===== config.mk =====
export PLATFORM = sky130hd
export DESIGN_NAME = pwm_fade_ctrl
export DESIGN_NICKNAME = d
export VERILOG_FILES = /design/src/rtl/pwm_fade_ctrl.sv
export SDC_FILE = /design/constraint.sdc
export NUM_CORES = 1
export LEC_CHECK = 0
export CAP_MARGIN = 10
export CORE_MARGIN = 2
export CORE_UTILIZATION = 52
export DETAILED_ROUTE_END_ITERATION = 8
export PLACE_DENSITY = 0.75
export SLEW_MARGIN = 20
export SYNTH_ARGS = -nofsm -noshare
export SYNTH_HDL_FRONTEND = slang
export SYNTH_SLANG_ARGS = --single-unit

===== constraint.sdc =====
create_clock -name clk -period 7.1 [get_ports clk]
set_input_delay 1.42 -clock clk [delete_from_list [all_inputs] [get_ports clk]]
set_output_delay 1.42 -clock clk [all_outputs]
set_load 0.01 [all_outputs]

===== src/rtl/pwm_fade_ctrl.sv =====
// Fade sequencer for a PWM duty input. Steps are applied only on PWM period boundaries.
// Optional breathe mode (endless ramp between target and 0) is enabled with PWM_FADE_BREATHE_EN.
module pwm_fade_ctrl #(
    parameter int DUTY_W     = 8,
    parameter int DUTY_MAX   = 100,
    parameter int INTERVAL_W = 8
) (
    input  logic                  clk,
    input  logic                  rst,
    input  logic                  period_end,
    input  logic                  cmd_valid,
    output logic                  cmd_ready,
    input  logic [DUTY_W-1:0]     cmd_target,
    input  logic [DUTY_W-1:0]     cmd_step,
    input  logic [INTERVAL_W-1:0] cmd_interval,
    input  logic                  abort,
`ifdef PWM_FADE_BREATHE_EN
    input  logic                  cmd_loop,
`endif
    output logic [DUTY_W-1:0]     duty,
    output logic                  busy,
    output logic                  done
);

    typedef enum logic [1:0] {IDLE, RAMP, FINISH} state_t;

    localparam logic [DUTY_W-1:0] DUTY_MAX_V = DUTY_W'(DUTY_MAX);

    state_t                state_q, state_d;
    logic [DUTY_W-1:0]     duty_q;
    logic [DUTY_W-1:0]     goal_q;
    logic [DUTY_W-1:0]     step_q;
    logic [INTERVAL_W-1:0] interval_q;
    logic [INTERVAL_W-1:0] count_q;
`ifdef PWM_FADE_BREATHE_EN
    logic [DUTY_W-1:0]     target_q;
    logic                  loop_q;
`endif

    logic                  accept;
    logic                  loop_active;
    logic [DUTY_W-1:0]     target_c;
    logic [DUTY_W-1:0]     step_c;
    logic [INTERVAL_W-1:0] interval_c;
    logic [INTERVAL_W:0]   count_inc;
    logic                  interval_hit;
    logic                  step_take;
    logic                  going_up;
    logic [DUTY_W:0]       diff;
    logic [DUTY_W-1:0]     delta;
    logic [DUTY_W-1:0]     next_duty;
    logic                  reach;

    assign accept = cmd_valid && cmd_ready;

`ifdef PWM_FADE_BREATHE_EN
    assign loop_active = loop_q;
`else
    assign loop_active = 1'b0;
`endif

    // Command fields are normalised once at accept so the ramp logic never sees illegal values
    assign target_c   = (cmd_target > DUTY_MAX_V) ? DUTY_MAX_V : cmd_target;
    assign step_c     = (cmd_step == '0) ? DUTY_W'(1) : cmd_step;
    assign interval_c = (cmd_interval == '0) ? INTERVAL_W'(1) : cmd_interval;

    assign count_inc    = {1'b0, count_q} + 1'b1;
    assign interval_hit = count_inc >= {1'b0, interval_q};
    assign step_take    = (state_q == RAMP) && !abort && period_end && interval_hit;

    // Distance is taken one bit wider and the step is capped to it, so the ramp never overshoots
    assign going_up  = goal_q >= duty_q;
    assign diff      = going_up ? ({1'b0, goal_q} - {1'b0, duty_q})
                                : ({1'b0, duty_q} - {1'b0, goal_q});
    assign delta     = ({1'b0, step_q} < diff) ? step_q : diff[DUTY_W-1:0];
    assign next_duty = going_up ? (duty_q + delta) : (duty_q - delta);
    assign reach     = step_take && (next_duty == goal_q);

    always_ff @(posedge clk) begin
        if (rst) begin
            state_q <= IDLE;
        end else begin
            state_q <= state_d;
        end
    end

    always_comb begin
        state_d = state_q;
        case (state_q)
            IDLE: begin
                if (accept) begin
                    state_d = (target_c == duty_q) ? FINISH : RAMP;
                end
            end
            RAMP: begin
                if (abort) begin
                    state_d = IDLE;
                end else if (reach && !loop_active) begin
                    state_d = FINISH;
                end
            end
            FINISH:  state_d = IDLE;
            default: state_d = IDLE;
        endcase
    end

    // An abort landing on the FINISH cycle suppresses the done pulse
    always_comb begin
        cmd_ready = (state_q == IDLE);
        busy      = (state_q == RAMP);
        done      = (state_q == FINISH) && !abort;
    end

    always_ff @(posedge clk) begin
        if (rst) begin
            duty_q     <= '0;
            goal_q     <= '0;
            step_q     <= DUTY_W'(1);
            interval_q <= INTERVAL_W'(1);
            count_q    <= '0;
`ifdef PWM_FADE_BREATHE_EN
            target_q   <= '0;
            loop_q     <= 1'b0;
`endif
        end else if (accept) begin
            goal_q     <= target_c;
            step_q     <= step_c;
            interval_q <= interval_c;
            count_q    <= '0;
`ifdef PWM_FADE_BREATHE_EN
            target_q   <= target_c;
            loop_q     <= cmd_loop;
`endif
        end else if (state_q == RAMP) begin
            if (abort) begin
                count_q <= '0;
            end else if (period_end) begin
                if (interval_hit) begin
                    count_q <= '0;
                    duty_q  <= next_duty;
`ifdef PWM_FADE_BREATHE_EN
                    if (reach && loop_q) begin
                        goal_q <= (goal_q == target_q) ? '0 : target_q;
                    end
`endif
                end else begin
                    count_q <= count_inc[INTERVAL_W-1:0];
                end
            end
        end
    end

    assign duty = duty_q;

endmodule

; Word level (Yosys, flattened, before mapping)
; Cells that the tools add are included.
[word_totals]
latchBits = 0
rom_bits = 0
output_inout_bits = 11
mem_bits_rw = 0
input_bits = 29
mem_count = 0
ff_bits = 42
elab_cells = 52
[classes]
n_lt_le_gt_ge = 4
n_reduce_logical = 15
mux = 14
n_addsub = 5
eq_ne = 6
shift = 0
mul = 0
bitwise_logic = 2
div_mod_pow = 0
[ops]
columns = operator, count
row1 = 2-to-1 mux 8 bit, 8
row2 = subtractor 8 x 8 -> 9 bit, 2
row3 = == test 8 bit, 2
row4 = logical NOT 8 bit, 2
row5 = "adder 8 x 1 -> 9 bit, second input constant", 1
row6 = >= comparator 9 x 8 -> 1 bit, 1
row7 = < comparator 8 x 9 -> 1 bit, 1
row8 = 2-to-1 mux 9 bit, 1
row9 = adder 8 bit, 1
row10 = >= comparator 8 bit, 1
row11 = "greater-than comparator 8 x 7 -> 1 bit, second input constant", 1
row12 = 2-to-1 mux 2 bit, 4
row13 = subtractor 8 bit, 1
row14 = logical AND 1 bit, 6
row15 = AND reduction 5 bit, 1
row16 = one-hot mux 2 bit (2 select lines), 1
row17 = AND reduction 2 bit, 2
row18 = "inequality test 3 x 2 -> 1 bit, second input constant", 1
row19 = "== test 2 x 1 -> 1 bit, second input constant", 1
row20 = "== test 2 bit, second input constant", 1
row21 = logical NOT 2 bit, 1
row22 = "inequality test 2 x 1 -> 1 bit, second input constant", 1
row23 = NOT 1 bit, 2
row24 = nonzero test 2 bit, 1
row25 = other kinds (2), 2

; Logic depth before layout (Yosys ltp)
; Gate-level depths: netlist (run 1).
[logic_depth]
ltp_word = 11
depth_mapped = 38
ltp_nobuf = 37

; Worst setup path after synthesis (run 1)
; Ideal clock, no wire load.
[synth_path]
kind = register -> register
start = reg duty_q[6], in the netlist duty[6]
end = reg state_q[1]
t_arrival_ns = 6.574
path_slack_ns = 0.438
setup_ns = 0.088
period_less_slack_ns = 6.662
required_ns = 7.012
stages_incl_launch_ff = 34
n_path_buf = 1
path_cell_list = dfxtp_1 inv_1 ha_1 and2_4 a221oi_4 nand2_2 nand2_2 mux2i_1 ha_1 o21ai_0 nor2b_1 nand3b_1 o211ai_2 nor3_2 a211oi_2 nor2_1 buf_1 nor2_1 a21oi_1 o21ai_0 xor2_1 ha_1 a21oi_1 a21boi_0 o21ai_0 a21boi_0 o21ai_0 a21oi_1 o21ai_0 a21oi_1 and4bb_4 xnor3_1 o21a_1 nor4_2
[synth_between]
elab_chain_cells = 10
elab_cells_between_ends = 17
classes_between = add/sub: 4 / order compare: 2 / eq/ne: 3 / mux: 6 / reduce/logical: 2
[synth_lines]
columns = element, line_no
row1 = from (decl), 30  ; logic [DUTY_W-1:0] duty_q;
row2 = from (signal assigned), 140  ; duty_q <= next_duty;
row3 = subtractor 8 x 8 -> 9 bit (tied with other cells), 74  ; : ({1'b0, duty_q} - {1'b0, goal_q});
row4 = 2-to-1 mux 9 bit, 73  ; assign diff = going_up ? ({1'b0, goal_q} - {1'b0, duty_q})
row5 = < comparator 8 x 9 -> 1 bit, 75  ; assign delta = ({1'b0, step_q} < diff) ? step_q : diff[DUTY_W-1:0];
row6 = 2-to-1 mux 8 bit, 75
row7 = subtractor 8 bit or adder 8 bit (tied branches), 76  ; assign next_duty = going_up ? (duty_q + delta) : (duty_q - delta);
row8 = 2-to-1 mux 8 bit, 76
row9 = == test 8 bit, 77  ; assign reach = step_take && (next_duty == goal_q);
row10 = logical AND 1 bit, 77
row11 = inequality test 3 x 2 -> 1 bit (no line), n/a
row12 = AND reduction 2 bit (no line), n/a
row13 = to (signal assigned), 83  ; state_q <= state_d;
row14 = to (decl), 29  ; state_t state_q, state_d;
; Several ways; a longest one is shown, not always the timed one. The select of a mux whose other input is x is not followed.
; A chain may end at the register's enable or synchronous reset.

; Worst setup path after layout (run 1)
; Same ends and word-level chain as after synthesis.

==> run metrics, run 1 <==
Max VDD drop 0.163 mV; WP data required roughly 7.3 ns; mean post-synth cell area approximately 7.6 um2; period utilization 0.953; die area 7920 um2; dpl ws -0.0152 ns; half-perimeter wire length after placement 8060 um; # IOs 40; Syn Nets 561; hold buffer count at cts 0; CTS Buf Count 5; Tot Pwr 0.000940 W; routed wire length 10400 um; Synth top area share 0.224; largest net degree at the start of global routing 35; clk_skew between 0.004 and 0.005 ns; initial antenna violation count 0; Synth-to-Final Area Change 22.8%; Final TNS setup 0 ns; Arr. time, crit path ~7.0 ns; fmax 148 MHz; Setup crit end kind flip-flop; max_slew headroom 0.373; GRT overflow 0; post-synth top area cell dfxtp_1; crit path max-delay cell type a211oi_2; fin area 4610 um2; worst skew pair latency 0.30 ns; Core Area between 6000 and 7000 um2; CTS max path bufs 2; synthesized cell area between 3000 and 4000 um2; Chip Height about 90 um; setup violators final 0; count of cell types in the netlist 66; vias per cell roughly 5.8; DRC viols 0; CP max stage delay 0.37 ns; Synth area leaders dfxtp_1, ha_1, a21oi_1; Hold Vio Cnt, Final 0; root buffer cell clkbuf_8; FP Rows 30; ANT cells 0; Starting Density 0.544; Tightest Hold Check Type reg2reg; sequential-to-total area share from yosys stat 0.224; crit path time final 6.77 ns; Post-synth top flop dfxtp_1; vias in the first global route 3406; Syn Inst Count 491; Power Density 204 nW/um2; Max-Cap Viols 0; Final Max Slew Viols 0; Post-synth EDFFs 0; crit path max fanout 6; die width approximately 90 um; Slew @ Worst Pin around 0.94 ns; Initial DRC Count approximately 260; # nets final 618; GP Congestion 1.02; Max H-tree Level 2; drt wl/cell about 16 um; final worst slack ~0.33 ns; Post-DRT Antenna Nets 0; placed cell areas about 4400 um2; CTS Sinks 42; layout cells sized above 1 0.148; via count 3712; Leakage 1.82 nW; hold_ws 0.459 ns; IO buf count 39; asr flop ratio synth 0; GRT Total Usage 0.264; kind of critical path reg2reg; Synth Register Bits 42; CP startpoint kind flip-flop; first-pass GRT wire length between 15000 and 20000 um; FILL cells 603; status finished clean; 1st-pass router iterations 5; CTS tree yes; Ys Warns 0; clock slew at reported path FFs 0.08 ns
[placed cells by master, fill, tap and decap left out, drive strengths merged, types with 5 or more instances in the layout]
cell,instances
nand2,64
a21oi,52
nor2,45
dfxtp,42
clkdlybuf4s50,39
ha,38
inv,35
o21ai,32
buf,26
xnor2,23
nand3,15
xor2,12
nor2b,11
a21o,10
nor3,10
a22oi,7
clkbuf,7
a211oi,7
nand2b,6
mux2i,5
nor4,5
and2,5
[repair_timing]
item,in CTS,in global routing
endpoints found under the setup margin,1,3
hold endpoints to repair,0,0
setup buffers,0,7
pin swaps,0,15
gates resized for setup,1,37
[worst paths after layout]
path         cells after the start                         end                        from  slack [ns]
min reg2reg                      2  interval_q[2]$_SDFFE_PP0P_  interval_q[2]$_SDFFE_PP0P_        0.46
max reg2reg                     32     state_q[1]$_SDFFE_PP0P_        duty[6]$_SDFFE_PP0P_        0.33
min                              2  interval_q[2]$_SDFFE_PP0P_  interval_q[2]$_SDFFE_PP0P_        0.46
max                             32     state_q[1]$_SDFFE_PP0P_        duty[6]$_SDFFE_PP0P_        0.33
[area by class of cell]
class	count	area (um2)	area share
clock buffers	7	86.3	0.0187
well taps	96	120	0.0260
clock inverters	1	8.76	0.00190
inverters	34	128	0.0277
repair buffers	65	586	0.127
flip-flops and latches	42	845	0.183
multi-input cells	400	2840	0.616
[worst max-delay path, delay by kind of cell, from the launching register on]
family / cells / cell delay, ns
AND/OR/NAND/NOR: 11 / 1.87
buffers and inverters: 2 / 0.28
XOR/XNOR: 2 / 0.52
multiplexers: 2 / 0.55
adder cells (fa/ha/maj): 3 / 0.82
flip-flops: 1 / 0.33
AO/OA/AOI/OAI: 12 / 2.32
[Yosys cell counts (2+ instances only)]
library cell  instances
nand2_1              62
a21oi_1              51
nor2_1               45
dfxtp_1              42
ha_1                 38
inv_1                34
o21ai_0              30
xnor2_1              23
nand3_1              14
clkbuf_1             12
xor2_1               12
nor2b_1              11
a21o_1               10
a22oi_1               7
nor3_1                7
nand2b_1              6
mux2i_1               5
a211oi_1              4
nor4_1                4
a211o_1               3
a21boi_0              3
a31oi_1               3
and2_1                3
fa_1                  3
nand4_1               3
nor3_2                3
o21a_1                3
o31ai_1               3
a211oi_2              2
a311oi_1              2
a32oi_1               2
and3_1                2
nand2_2               2
nand3b_1              2
nand4b_1              2
nor3b_1               2
o21ai_1               2
[report_power, final]
part / total, W / internal [W] / switching (W)
sequential: 0.000257 / 0.000246 / 0.0000115
clock: 0.000165 / 0.0000804 / 0.0000843
combinational: 0.000518 / 0.000232 / 0.000286
total: 0.000940 / 0.000558 / 0.000382
[cell families after synthesis]
group                    count (synthesis)  synth area share
XOR/XNOR                                36            0.0876
adder cells (fa/ha/maj)                 41             0.143
flip-flops                              42             0.224
buffers and inverters                   49            0.0496
AO/OA/AOI/OAI                          141             0.253
multiplexers                             6            0.0163
AND/OR/NAND/NOR                        176             0.227
[through the flow]
stage / util / cells
final: 0.668 / 645
after global routing: 0.668 / 645
after CTS: 0.644 / 638
after detailed placement: 0.630 / 630
after global placement: 0.630 / 630
after floorplan: - / 491
[registers in the layout, summed over array words and instances (netlist names)]
signal and cells:
count_q 8, duty 8, goal_q 8, interval_q 8, state_q 2, step_q 8
[layer usage]
layer,up-vias,global-route usage,wire [um],part of all wire
li1,1846,-,-,-
met1,1710,0.390,4780,0.46
met2,132,0.406,4740,0.46
met3,24,0.0323,602,0.058
met4,0,0.0760,256,0.025
met5,-,0,0,0
Note: power is estimated with default switching activity, not from simulation.
==> run 2, diff against run 1 <==
--- a/config.mk
+++ b/config.mk
@@ -6,9 +6,10 @@
 export NUM_CORES = 1
 export LEC_CHECK = 0
 export CAP_MARGIN = 10
-export CORE_MARGIN = 2
 export CORE_UTILIZATION = 52
+export CTS_CLUSTER_SIZE = 8
 export DETAILED_ROUTE_END_ITERATION = 8
+export MAX_ROUTING_LAYER = met4
 export PLACE_DENSITY = 0.75
 export SLEW_MARGIN = 20
 export SYNTH_ARGS = -nofsm -noshare
==> run metrics, run 2 (same netlist as run 1, synthesis figures left out) <==
placed cell areas ~4400 um2; Reg area 853 um2; initial antenna violation count 0; kind of critical path reg2reg; fin area ~4800 um2; vias in the first global route 3661; GRT overflow 0; CP max stage delay 0.38 ns; most frequent CP cell o21ai_1; Max VDD drop 0.103 mV; FILL cells between 500 and 600; non-filler instance count after layout 654; layout cells sized above 1 0.179; die area ~7600 um2; ANT cells 0; max_slew headroom 0.331; Hold Vio Cnt, Final 0; Cell Count Post-Placement 632; most frequent cells in the layout nand2_1, a21oi_1, nor2_1, clkdlybuf4s50_1, dfxtp_1; Initial DRC Count 217; vias per cell 5.83; Final Max Slew Viols 0; status finished clean; Tot Pwr 0.00101 W; Arr. time, crit path 6.94 ns; Synth-to-Final Area Change 27.2%; Final TNS setup 0 ns; GRT Total Usage 0.300; 1st-pass router iterations 7; Slew @ Worst Pin 1.00 ns; root buffer cell clkbuf_8; CP delay by family, top compound AO/OA/AOI/OAI gates; die width 87.0 um; Leakage 1.88 nW; Max H-tree Level 2; CTS Sinks 42; crit path max-delay cell type dfxtp_4; Chip Height 87.0 um; crit path time final between 6 and 7 ns; Tightest Hold Check Type reg2reg; period utilization 0.947; Starting Density 0.547; CTS Buf Count 5; WP data required approximately 7.3 ns; crit path max fanout 6; Power Density approximately 210 nW/um2; first-pass GRT wire length 17200 um; # IOs 40; setup violators final 0; Multi-input gate area 2900 um2; IO buf count 39; CTS tree yes; half-perimeter wire length after placement 8160 um; # nets final 627; WP buf/inv 4; via count roughly 3800; clk_skew 0.00855 ns; routed wire length 10800 um; worst skew pair latency about 0.3 ns; final core occ 0.696; FP Rows 30; Post-DRT Antenna Nets 0; GP Congestion 0.918; Max-Cap Viols 0; fmax between 100 and 150 MHz; clock slew at reported path FFs 0.09 ns; Setup crit end kind flip-flop; drt wl/cell 16.5 um; CP startpoint kind flip-flop; largest net degree at the start of global routing 35; DRC viols 0; Core Area slightly below 7000 um2; most common cell after layout, fill and taps aside nand2_1; CTS max path bufs 2
[run 2: cell types whose count changed in the layout (fill, tap and decap cells not counted), sizes merged]
cell      change
buf           +9
clkbuf        -2
bufinv        +1
clkinvlp      +1
[run 2: repair_timing]
| action | CTS | global route |
|---|---|---|
| buffers inserted | 1 | 13 |
| pin swaps | 2 | 21 |
| endpoints found under the setup margin | 2 | 3 |
| resized for setup | 2 | 52 |
| hold buffers | 0 | 0 |
[run 2: worst register-to-register path: cells and delay by family, from the launching register on]
kind                       cells  cell delay [ns]
buffers and inverters          4             0.42
AOI/OAI and AO/OA             15             2.34
xor gates and xnor gates       3             0.76
DFF                            1             0.38
adders and majority gates      4             1.11
and+or+nand+nor               11             1.63
[run 2: per-layer routing]
layer  part of all wire  wire (um)  track usage  vias to the layer above
met1               0.44       4780        0.382                     1790
li1                   -          -            -                     1864
met3              0.068        736       0.0616                       25
met2               0.47       5040        0.467                      136
met4              0.023        253        0.114                        0
met5                  0          0            -                        -
[run 2: through the flow]
stage	hold slack, ns	setup WS (ns)
after global routing	0.485	-0.0633
after detailed placement	0.452	-0.0549
after CTS	0.466	0.0162
after global placement	0.446	0.179
final	0.467	0.376
after floorplan	0.436	0.438
[run 2: final cells by class]
cell class,instances,share of cell area
Multi-Input combinational cell,400,0.607
Sequential cell,42,0.179
Timing Repair Buffer,74,0.137
Inverter,34,0.0267
Tap cell,96,0.0251
Clock buffer,5,0.0144
Clock inverter,3,0.0102
[run 2: final timing paths]
kind | start | slack (ns) | cells past startpoint | endpoint
setup / recovery | duty[0]$_SDFFE_PP0P_ | 0.38 | 37 | state_q[1]$_SDFFE_PP0P_
hold / removal | interval_q[3]$_SDFFE_PP0P_ | 0.47 | 2 | interval_q[3]$_SDFFE_PP0P_
setup reg to reg | duty[0]$_SDFFE_PP0P_ | 0.38 | 37 | state_q[1]$_SDFFE_PP0P_
hold reg to reg | interval_q[3]$_SDFFE_PP0P_ | 0.47 | 2 | interval_q[3]$_SDFFE_PP0P_
[run 2: where the power goes]
group,switching (W),internal (W)
sequential,0.0000116,0.000245
clock,0.0000928,0.000107
combinational,0.000300,0.000249
==> variant (config.mk and constraints of run 2) <==
Add an input register stage for `period_end` and `cmd_target`, cleared by the reset; this delays them by one clock. The other inputs are not delayed to match.
--- a/src/rtl/pwm_fade_ctrl.sv
+++ b/src/rtl/pwm_fade_ctrl.sv
@@ -25,6 +25,19 @@
     typedef enum logic [1:0] {IDLE, RAMP, FINISH} state_t;
 
     localparam logic [DUTY_W-1:0] DUTY_MAX_V = DUTY_W'(DUTY_MAX);
+
+    logic period_end_q;
+    logic [DUTY_W-1:0] cmd_target_q;
+
+    always_ff @(posedge clk) begin
+        if (rst) begin
+            period_end_q <= '0;
+            cmd_target_q <= '0;
+        end else begin
+            period_end_q <= period_end;
+            cmd_target_q <= cmd_target;
+        end
+    end
 
     state_t                state_q, state_d;
     logic [DUTY_W-1:0]     duty_q;
@@ -60,13 +73,13 @@
 `endif
 
     // Command fields are normalised once at accept so the ramp logic never sees illegal values
-    assign target_c   = (cmd_target > DUTY_MAX_V) ? DUTY_MAX_V : cmd_target;
+    assign target_c   = (cmd_target_q > DUTY_MAX_V) ? DUTY_MAX_V : cmd_target_q;
     assign step_c     = (cmd_step == '0) ? DUTY_W'(1) : cmd_step;
     assign interval_c = (cmd_interval == '0) ? INTERVAL_W'(1) : cmd_interval;
 
     assign count_inc    = {1'b0, count_q} + 1'b1;
     assign interval_hit = count_inc >= {1'b0, interval_q};
-    assign step_take    = (state_q == RAMP) && !abort && period_end && interval_hit;
+    assign step_take    = (state_q == RAMP) && !abort && period_end_q && interval_hit;
 
     // Distance is taken one bit wider and the step is capped to it, so the ramp never overshoots
     assign going_up  = goal_q >= duty_q;
@@ -134,7 +147,7 @@
         end else if (state_q == RAMP) begin
             if (abort) begin
                 count_q <= '0;
-            end else if (period_end) begin
+            end else if (period_end_q) begin
                 if (interval_hit) begin
                     count_q <= '0;
                     duty_q  <= next_duty;
Behaviour: not the same (a bounded check fails within 4 cycles, from zero or initial values and one cycle with rst high).
==> variant against run 2 <==
  * Sequential cell count grew 9
  * Synthesized cell count fell by 4.9%
  * Worst setup slack gained 54 ps
  * Clock skew up 1.9 ps
  * Total power shrank 0.53%
  * First-iteration DRC count is 6.0% lower
  * Global-route usage down 3.8 points
  * Wire length fell by 13%
  * Maximum frequency increased by 0.81%
  * Utilization shrank 5.0 points
  * Synthesized area rose by 2.0%
  * Design area decreased by 6.1%
  * Largest power group unchanged
==> variant: results (changes against run 2) <==
- The placed wire-length estimate is 7130 um (was 8160 um).
- Synth top cells by count: 51 x dfxtp_1, 43 x o21ai_0, 40 x nand2_1, 38 x ha_1, 34 x inv_1 (was 62 x nand2_1, 51 x a21oi_1, 45 x nor2_1, 42 x dfxtp_1, 38 x ha_1)
* Final setup skew: 10.4 ps (was 8.55 ps)
- Worst path max stage delay: 450 ps (was 380 ps)
* Pin count of the biggest net entering global routing: 28 (was 35)
* Outcome: complete, no violations (unchanged)
- Number of placed instances with taps included: 593 (was 632)
* Post-route cell area: 4490 sq um (was 4780 sq um)
- Instance area after placement: 4320 sq um (was 4370 sq um)
* Source of the worst hold timing path: interval_q[1]$_SDFFE_PP0P_ (was interval_q[3]$_SDFFE_PP0P_)
- The initial detailed-routing violation count was 204 (was 217).
- Multiplexer share of the synthesized area: 0.0199 (was 0.0163)
- The number of fill cells came to 592 (was 563).
* Synthesized-area fraction occupied by ao, oa, aoi and oai cells: 0.240 (was 0.253)
- The first-pass GRT wire length is 15200 um (was 17200 um).
* Synthesized netlist cell count: 467 (was 491)
- The detailed-routing iteration count for the pre-antenna-repair pass is 5 (was 7).
- Number of cells in the finished layout apart from fillers: 605 (was 654)
- Reg2reg path depth: 27 (was 37)
- Smallest hold slack: 489 ps (was 467 ps)
- Xor and xnor fraction of the mapped netlist area: 0.0950 (was 0.0876)
* Number of different library cells in the post-synthesis netlist: 65 (was 66)
- The maximum fanout count along the critical path was 11 (was 6).
* Maximum vdd ir drop: 0.114 mV (was 0.103 mV)
* Slowest-stage cell, CP: dfxtp_1 (was dfxtp_4)
variant: timing repair:
action                     CTS  global route
setup endpoints to repair    0             3
gates resized for setup      0             4
buffers inserted             0             4
variant: logic make-up (layout without fill, tap and decap cells):
group                    Yosys count  in the layout
adder cells (fa/ha/maj)           41             41
AND/OR/NAND/NOR                  143            143
AO/OA/AOI/OAI                    137            137
multiplexers                       7              7
buffers and inverters             48             90
flip-flops                        51             51
XOR/XNOR                          40             40
variant: routing by layer:
metal / share of wire / global-route usage / vias to the layer above
li1: - / - / 1730
met1: 0.50 / 0.365 / 1591
met2: 0.44 / 0.405 / 113
met3: 0.048 / 0.0330 / 9
met4: 0.012 / 0.0581 / 0
met5: 0 / - / -
variant: area by class of cell:
type                    count  share of cell area
clock buffers               6              0.0184
clock inverters             2             0.00864
inverters                  34              0.0284
multi-input cells         368               0.588
flip-flops and latches     51               0.228
well taps                  96              0.0268
repair buffers             48               0.102
variant: worst max path at each step:
stage,startpoint,endpoint,cells after the start
3_3_place_gp,duty[2]$_SDFFE_PP0P_,state_q[1]$_SDFFE_PP0P_,30
6_report,duty[7]$_SDFFE_PP0P_,state_q[1]$_SDFFE_PP0P_,27
3_5_place_dp,duty[2]$_SDFFE_PP0P_,state_q[1]$_SDFFE_PP0P_,28
2_1_floorplan,duty[2]$_SDFFE_PP0P_,state_q[1]$_SDFFE_PP0P_,30
5_1_grt,duty[7]$_SDFFE_PP0P_,state_q[1]$_SDFFE_PP0P_,28
4_1_cts,duty[2]$_SDFFE_PP0P_,state_q[1]$_SDFFE_PP0P_,28
variant: power breakdown:
part           switching [mW]  internal [mW]  leakage (nW)
combinational           0.256          0.210          1.29
clock                   0.107          0.116        0.0618
sequential             0.0130          0.300         0.418
